[src/rtl/usb_fs_rx_monitor.sv]
// usb_fs_rx_monitor: host-side full-speed USB receive monitor.
// Pipeline: 2-flop sync -> DPLL bit recovery -> SYNC detect -> NRZI decode
// -> bit unstuff -> byte assemble -> EOP check.
// Optional CRC5/CRC16 checking is built when USB_RX_MON_CRC_EN is defined;
// otherwise rx_err_crc is tied low and no CRC logic exists.
module usb_fs_rx_monitor #(
  parameter int SAMPLES_PER_BIT = 4,
  parameter int CNT_W           = 11
) (
  input  logic             clk48_host,
  input  logic             reset_n,
  input  logic             usb_d_p,
  input  logic             usb_d_n,
  input  logic             enable,
  output logic [7:0]       rx_data,
  output logic             rx_valid,
  output logic             rx_pkt_start,
  output logic             rx_pkt_end,
  output logic             rx_err_stuff,
  output logic             rx_err_align,
  output logic             rx_err_crc,
  output logic             rx_active,
  output logic [CNT_W-1:0] rx_byte_cnt
);
  localparam int PH_W      = $clog2(SAMPLES_PER_BIT);
  localparam int SAMPLE_PH = SAMPLES_PER_BIT / 2;

  // Line states as {D+, D-}
  localparam logic [1:0] LS_SE0 = 2'b00;
  localparam logic [1:0] LS_K   = 2'b01;
  localparam logic [1:0] LS_J   = 2'b10;
  localparam logic [1:0] LS_SE1 = 2'b11;

  // SYNC pattern KJKJKJKK, bit i set where sample i must be K
  localparam logic [7:0] SYNC_K = 8'hD5;

  typedef enum logic [2:0] {S_IDLE, S_SYNC, S_DATA, S_EOP, S_ABORT} state_t;

  logic [1:0]       rst_ff;
  logic             rst_n;
  logic [1:0]       dp_s, dn_s;
  logic [1:0]       ls, ls_q;
  logic [PH_W-1:0]  phase_q, phase_cur;
  logic             smp;

  state_t           state;
  logic [2:0]       sync_idx;
  logic [1:0]       prev_ls;
  logic [2:0]       ones;
  logic [2:0]       bit_cnt;
  logic [7:0]       shreg;
  logic             eop_2nd;
  logic [2:0]       j_cnt;

  logic             run, is_jk, nrzi_bit, match_sync;
  logic             sync_ok, stuff_err, data_bit, byte_done, eop_ok;
  logic [7:0]       byte_nxt;

  // Reset: asynchronous assert, deassert released through two flops
  always_ff @(posedge clk48_host or negedge reset_n) begin
    if (!reset_n) rst_ff <= 2'b00;
    else          rst_ff <= {rst_ff[0], 1'b1};
  end
  assign rst_n = rst_ff[1];

  // Bring D+/D- into the clock domain; keep last line state for edge detect
  always_ff @(posedge clk48_host or negedge rst_n) begin
    if (!rst_n) begin
      dp_s <= 2'b00;
      dn_s <= 2'b00;
      ls_q <= LS_SE0;
    end else begin
      dp_s <= {dp_s[0], usb_d_p};
      dn_s <= {dn_s[0], usb_d_n};
      ls_q <= ls;
    end
  end
  assign ls = {dp_s[1], dn_s[1]};

  // DPLL: any line change realigns the bit phase; sample mid-bit
  assign phase_cur = (ls != ls_q) ? '0 : phase_q;
  assign smp       = (phase_cur == PH_W'(SAMPLE_PH));

  // Phase counter free-runs mod SAMPLES_PER_BIT between edges
  always_ff @(posedge clk48_host or negedge rst_n) begin
    if (!rst_n) phase_q <= '0;
    else        phase_q <= phase_cur + PH_W'(1);
  end

  assign run        = enable && smp;
  assign is_jk      = (ls == LS_J) || (ls == LS_K);
  assign nrzi_bit   = (ls == prev_ls);
  assign match_sync = (ls == (SYNC_K[sync_idx] ? LS_K : LS_J));
  assign sync_ok    = run && (state == S_SYNC) && match_sync && (sync_idx == 3'd7);
  // SE1, or a 1 where the stuffed 0 should be, kills the packet
  assign stuff_err  = run && (state == S_DATA) &&
                      ((ls == LS_SE1) || (is_jk && (ones == 3'd6) && nrzi_bit));
  // A J/K sample that is not the stuffed 0 carries payload
  assign data_bit   = run && (state == S_DATA) && is_jk && (ones != 3'd6);
  assign byte_done  = data_bit && (bit_cnt == 3'd7);
  assign byte_nxt   = {nrzi_bit, shreg[7:1]};
  assign eop_ok     = run && (state == S_EOP) && eop_2nd && (ls == LS_J);

  // Packet FSM with registered strobes
  always_ff @(posedge clk48_host or negedge rst_n) begin
    if (!rst_n) begin
      state        <= S_IDLE;
      sync_idx     <= 3'd0;
      prev_ls      <= LS_SE0;
      ones         <= 3'd0;
      bit_cnt      <= 3'd0;
      shreg        <= 8'h00;
      eop_2nd      <= 1'b0;
      j_cnt        <= 3'd0;
      rx_data      <= 8'h00;
      rx_valid     <= 1'b0;
      rx_pkt_start <= 1'b0;
      rx_pkt_end   <= 1'b0;
      rx_err_stuff <= 1'b0;
      rx_err_align <= 1'b0;
      rx_active    <= 1'b0;
      rx_byte_cnt  <= '0;
    end else begin
      rx_valid     <= 1'b0;
      rx_pkt_start <= 1'b0;
      rx_pkt_end   <= 1'b0;
      rx_err_stuff <= 1'b0;
      rx_err_align <= 1'b0;
      if (!enable) begin
        state     <= S_IDLE;
        rx_active <= 1'b0;
      end else if (smp) begin
        case (state)
          S_IDLE: begin
            if (ls == LS_K) begin
              state    <= S_SYNC;
              sync_idx <= 3'd1;
            end
          end
          S_SYNC: begin
            if (sync_ok) begin
              state        <= S_DATA;
              rx_pkt_start <= 1'b1;
              rx_active    <= 1'b1;
              rx_byte_cnt  <= '0;
              prev_ls      <= LS_K;
              ones         <= 3'd0;
              bit_cnt      <= 3'd0;
            end else if (match_sync) begin
              sync_idx <= sync_idx + 3'd1;
            end else begin
              state <= S_IDLE;
            end
          end
          S_DATA: begin
            if (ls == LS_SE0) begin
              state   <= S_EOP;
              eop_2nd <= 1'b0;
            end else if (stuff_err) begin
              rx_err_stuff <= 1'b1;
              rx_active    <= 1'b0;
              j_cnt        <= 3'd0;
              state        <= S_ABORT;
            end else begin
              prev_ls <= ls;
              if (data_bit) begin
                ones    <= nrzi_bit ? ones + 3'd1 : 3'd0;
                shreg   <= byte_nxt;
                bit_cnt <= bit_cnt + 3'd1;
                if (byte_done) begin
                  rx_valid <= 1'b1;
                  rx_data  <= byte_nxt;
                  if (rx_byte_cnt != {CNT_W{1'b1}})
                    rx_byte_cnt <= rx_byte_cnt + CNT_W'(1);
                end
              end else begin
                ones <= 3'd0;  // stuffed zero, dropped
              end
            end
          end
          S_EOP: begin
            if (eop_ok) begin
              rx_pkt_end   <= 1'b1;
              rx_err_align <= (bit_cnt != 3'd0);
              rx_active    <= 1'b0;
              state        <= S_IDLE;
            end else if (!eop_2nd && (ls == LS_SE0)) begin
              eop_2nd <= 1'b1;
            end else begin
              rx_active <= 1'b0;
              j_cnt     <= 3'd0;
              state     <= S_ABORT;
            end
          end
          S_ABORT: begin
            if (ls == LS_J) begin
              if (j_cnt == 3'd7) state <= S_IDLE;
              else               j_cnt <= j_cnt + 3'd1;
            end else begin
              j_cnt <= 3'd0;
            end
          end
          default: state <= S_IDLE;
        endcase
      end
    end
  end

`ifdef USB_RX_MON_CRC_EN
  logic [15:0] crc16;
  logic [4:0]  crc5;
  logic [7:0]  pid;
  logic        pid_done;
  logic        crc_bad;

  always_comb begin
    crc_bad = 1'b0;
    case (pid[3:0])
      4'h3, 4'hB, 4'h7, 4'hF: crc_bad = (crc16 != 16'h800D);
      4'h1, 4'h9, 4'h5, 4'hD: crc_bad = (crc5 != 5'h0C);
      default:                crc_bad = 1'b0;
    endcase
  end

  // CRC over unstuffed bits after the PID; checked against residual at EOP
  always_ff @(posedge clk48_host or negedge rst_n) begin
    if (!rst_n) begin
      crc16      <= 16'hFFFF;
      crc5       <= 5'h1F;
      pid        <= 8'h00;
      pid_done   <= 1'b0;
      rx_err_crc <= 1'b0;
    end else begin
      rx_err_crc <= 1'b0;
      if (sync_ok) begin
        crc16    <= 16'hFFFF;
        crc5     <= 5'h1F;
        pid_done <= 1'b0;
      end else if (data_bit) begin
        if (pid_done) begin
          crc16 <= {crc16[14:0], 1'b0} ^ ((nrzi_bit ^ crc16[15]) ? 16'h8005 : 16'h0000);
          crc5  <= {crc5[3:0], 1'b0} ^ ((nrzi_bit ^ crc5[4]) ? 5'h05 : 5'h00);
        end else if (bit_cnt == 3'd7) begin
          pid_done <= 1'b1;
          pid      <= byte_nxt;
        end
      end
      if (eop_ok) rx_err_crc <= pid_done && crc_bad;
    end
  end
`else
  assign rx_err_crc = 1'b0;
`endif

endmodule

[config.mk]
export PLATFORM = sky130hd
export DESIGN_NAME = usb_fs_rx_monitor
export DESIGN_NICKNAME = d
export VERILOG_FILES = /design/src/rtl/usb_fs_rx_monitor.sv
export SDC_FILE = /design/constraint.sdc
export NUM_CORES = 1
export LEC_CHECK = 0
export CAP_MARGIN = 10
export CELL_PAD_IN_SITES_DETAIL_PLACEMENT = 1
export CELL_PAD_IN_SITES_GLOBAL_PLACEMENT = 2
export CORE_ASPECT_RATIO = 1.75
export CORE_MARGIN = 4
export CORE_UTILIZATION = 35
export DETAILED_ROUTE_END_ITERATION = 6
export HOLD_SLACK_MARGIN = 0.03
export PLACE_DENSITY_LB_ADDON = 0.05
export SLEW_MARGIN = 15
export SYNTH_ARGS = -nofsm -noshare
export SYNTH_HDL_FRONTEND = slang
export SYNTH_SLANG_ARGS = --single-unit
[constraint.sdc]
create_clock -name clk48_host -period 2 [get_ports clk48_host]
set_input_delay 0.4 -clock clk48_host [delete_from_list [all_inputs] [get_ports clk48_host]]
set_output_delay 0.4 -clock clk48_host [all_outputs]
set_load 0.005 [all_outputs]
==> summary by stage <==
Outcome
The flow ran to the end, but the final reports show violations. The final reports fail on negative setup slack.

Critical path
On the critical path, the stage with the largest delay is an instance of sky130_fd_sc_hd__or4_1. The sum of buffers and inverters on the critical path is 3. The kind of end point of the critical path is a flip-flop. The critical path required time is ~2200 ps. The worst setup path category is flip-flop to flip-flop.

Along the worst path, the maximum fanout reaches 5. Tracing the worst setup path back leads to its startpoint at dp_s[1]. The largest stage delay on the critical path is about 490 ps. The cell family contributing the most delay on the critical path is simple AND/OR/NAND/NOR gates. The dominant cell type by count on the critical path is sky130_fd_sc_hd__buf_6. STA puts the critical path data arrival time at between 2000 and 3000 ps. The element type at the critical path start is a flip-flop. The signal on the critical path passes through xor2_1, nor2_1, buf_4, nand2_4, ha_4, and2_4, buf_6, buf_6, and4_4, or4_1, o22ai_1. The critical register-to-register path startpoint is dp_s[1].

Global route
The first global-routing pass estimated about 16000 um of wire. Entering global routing, the biggest net connects 25 pins. The via count of the first global-routing pass is 3106. The number of antenna violations at the first check in global routing is 0. The global route total overflow is 0.

Global routing consumed, over all layers together, between 20% and 30% of the routing resources.

Synth
The count of mapped cells out of synthesis is between 200 and 300. The post-synthesis area per instance is between 10 and 15 um^2. Summed over its instances, the top area cell type makes up between 40 and 50% of the synthesized netlist area. The largest area contributor in the synthesized netlist is sky130_fd_sc_hd__dfrtp_1. Synthesis inferred 60 register bits.

For this run, asynchronously set or reset flops after synthesis account for 100%. After synthesis the cells add up to slightly above 3000 um^2. For this run, the number of Yosys warnings is 0. The distinct cell type count of the synthesized netlist is 57.

The most used flip-flop cell after synthesis is sky130_fd_sc_hd__dfrtp_1. The fraction of the yosys area taken by sequential cells is between 40% and 50%. By area the synthesized netlist is led by sky130_fd_sc_hd__dfrtp_1, sky130_fd_sc_hd__ha_1, sky130_fd_sc_hd__mux2_1.

Counting flops with a built-in enable in the synthesized netlist gives 0. Synthesis produced a netlist with a net count of 312.

Finish
The count of nets after finishing is 437. Of the cells placed in the final design, the portion with a size suffix greater than 1 is ~44%. The relative area change from synthesis to final layout is 60.6%.

The repair_antennas step left the layout with diodes totalling 0. After the flow finishes, the layout carries non-filler instances totaling 538.

Drt
The average wire per cell in the routed design is between 15 and 20 um. For this run, the detailed router's first-pass iteration total came to 4. The remaining antenna violation count after routing is 0. After detailed routing, the number of remaining DRC violations is 0.

The number of DRC markers after the initial detailed-route iteration is about 110. Using the TritonRoute via totals, the vias-per-cell ratio works out to just over 5. The post-detailed-routing wire length is just over 10000 um. Summing over every cut layer, the via total after detailed routing is around 2800.

Timing
The worst slew slack as a fraction of its limit is around 58%. In the finished design, the share of the clock period the worst path needs comes to 117%. The total of endpoints with negative setup slack in the final report is 46.

The smallest setup slack after layout is -341 ps. The final sum of negative setup slack is -9530 ps. The clock skew is just over 5 ps. The number of failing hold endpoints at the final stage is 0. The worst path in the final design needs a cycle of between 2000 and 2500 ps, including I/O delays and setup. Setup repair after global routing could not meet its margin everywhere. The number of max-slew violations in the final report is 0. At the pin with the least slew margin, the transition time is about 640 ps.

The maximum frequency from static timing analysis is 0.427 GHz.

CTS
The depth of the CTS H-tree is 3. The root buffer cell is sky130_fd_sc_hd__clkbuf_16. The maximum clock insertion buffer count is 2. For this design, the CTS-stage hold fixing added 0 buffers. TritonCTS built the clock tree. The clock drives 60 sinks.

Clock tree synthesis inserted a total of 9 buffers. The clock transition at the register clock pins on the worst setup and hold paths after CTS is around 50 ps. The worst-skew pair later-pin latency is around 320 ps.

Power and ir drop
The sum of internal, switching and leakage power is between 0.003 and 0.004 W. Dividing total power by cell area gives a power density of 626 nW/um^2. For this design the static power due to leakage is roughly 2.3 nW.

The peak supply drop is around 0.00044 V.

Die
The full die area is between 10000 and 15000 um^2. The initial standard-cell utilization of the core is approximately 36%. The floorplan step set the die width to about 79 um. The die is approximately 130 um tall. The standard-cell row count is 45. The boundary pin count is 31. The area of the core region is between 8000 and 9000 um^2.

Placement
The total of buffers placed on input and output ports is 29. The placer's final routability congestion estimate is roughly 0.8. Detailed placement ended at an HPWL of 6820 um.

Counting tap cells, the placed design contains a total of roughly 500 instances.

Flow run
Across the run, the number of max-cap violations was 0.

Min path
The worst hold-check path type is input port to asynchronous set/reset pin.
## metrics by stage
| stage | setup slack, ps | utilization (%) | hold WS (ps) | instance area, um^2 |
|---|---|---|---|---|
| floorplan | -261 | - | 104 | 3210 |
| global placement | -273 | 47.7 | 305 | 4140 |
| finish | -341 | 57.6 | 235 | 5000 |
| detailed placement | -328 | 47.7 | 304 | 4140 |
| CTS | -283 | 55.1 | 224 | 4780 |
| global route | -419 | 57.6 | 236 | 5000 |
## power by group
group / switching (W) / internal [W] / leakage (nW) / total, W
combinational: 0.000187 / 0.000232 / 1.38 / 0.000420
clock: 0.000552 / 0.000873 / 0.132 / 0.00142
sequential: 0.0000330 / 0.00125 / 0.771 / 0.00128
## cell usage in the layout, fill, tap and decap left out, types with 5 or more instances in the layout
cell                              Yosys  layout
sky130_fd_sc_hd__nor2_1              12      11
sky130_fd_sc_hd__nand2_1             19      16
sky130_fd_sc_hd__buf_6                1      26
sky130_fd_sc_hd__mux2_4               0      15
sky130_fd_sc_hd__o31ai_1             11       5
sky130_fd_sc_hd__inv_1               20      19
sky130_fd_sc_hd__clkbuf_16            0       9
sky130_fd_sc_hd__o31ai_2              0       5
sky130_fd_sc_hd__mux2i_1              6       5
sky130_fd_sc_hd__nand4_1              7       7
sky130_fd_sc_hd__o21ai_1              5      10
sky130_fd_sc_hd__dfrtp_1             60      57
sky130_fd_sc_hd__ha_1                16      12
sky130_fd_sc_hd__clkdlybuf4s50_1      0      29
sky130_fd_sc_hd__a31oi_1              6       5
sky130_fd_sc_hd__buf_4                2      67
sky130_fd_sc_hd__nand3_1             11       8
## flip-flops by register name, summed over array words and instances (netlist names), 3 cells and up
| name | count |
|---|---|
| rx_byte_cnt | 11 |
| rx_data | 8 |
| shreg | 7 |
| bit_cnt | 3 |
| j_cnt | 3 |
| ones | 3 |
| state | 3 |
| sync_idx | 3 |
## layer usage
layer  track usage, %  part of all wire [%]  up-vias
li1                 -                     -     1304
met1             21.4                    36     1423
met2             37.7                    59       45
met3             3.34                   2.2       15
met4             8.89                   2.9        0
met5                0                     0        -
## cell type report
cell class | instances | area (um^2)
clock buffer | 11 | 243
timing repair buffer | 125 | 1140
fill | 943 | 3670
clock inverter | 5 | 37.5
tap | 117 | 146
inverter | 21 | 81.3
sequential | 60 | 1510
multi-input combinational | 199 | 1840
## cell families (layout without fill, tap and decap cells)
group | after synthesis | in the layout | synth area share (%)
AOI/OAI and AO/OA | 64 | 64 | 14.8
xor gates and xnor gates | 4 | 4 | 1.13
adders and majority gates | 16 | 16 | 6.43
buffers and inverters | 33 | 162 | 4.66
DFF | 60 | 60 | 48.3
muxes | 23 | 23 | 8.16
other | 2 | 2 | 0.241
and+or+nand+nor | 89 | 90 | 16.3
## synth_stat cells (5+ instances only)
cell type,count
sky130_fd_sc_hd__a31oi_1,6
sky130_fd_sc_hd__a41oi_1,5
sky130_fd_sc_hd__buf_2,5
sky130_fd_sc_hd__dfrtp_1,60
sky130_fd_sc_hd__ha_1,16
sky130_fd_sc_hd__inv_1,20
sky130_fd_sc_hd__mux2_1,16
sky130_fd_sc_hd__mux2i_1,6
sky130_fd_sc_hd__nand2_1,19
sky130_fd_sc_hd__nand2b_1,6
sky130_fd_sc_hd__nand3_1,11
sky130_fd_sc_hd__nand4_1,7
sky130_fd_sc_hd__nor2_1,12
sky130_fd_sc_hd__nor3_1,5
sky130_fd_sc_hd__o21ai_0,11
sky130_fd_sc_hd__o21ai_1,5
sky130_fd_sc_hd__o31ai_1,11
## worst paths after layout
check | endpoint | slack, ps | cells past startpoint
min | rst_ff[0] | 240 | 1
max | rx_byte_cnt[10] | -340 | 11
max reg2reg | rx_byte_cnt[10] | -340 | 11
min reg2reg | ls_q[1] | 290 | 0
min in group clk48_host | dp_s[1] | 350 | 0
max in group asynchronous | rx_byte_cnt[8] | 1170 | 1
## repair_timing
| item | 4_1_cts | 5_1_grt |
|---|---|---|
| setup buffers | 18 | 9 |
| endpoints found under the setup margin | 44 | 49 |
| pin swaps | 26 | 19 |
| gates cloned | 1 | 0 |
| gates resized for setup | 57 | 38 |
No activity file was read; power rests on OpenSTA's default activity.
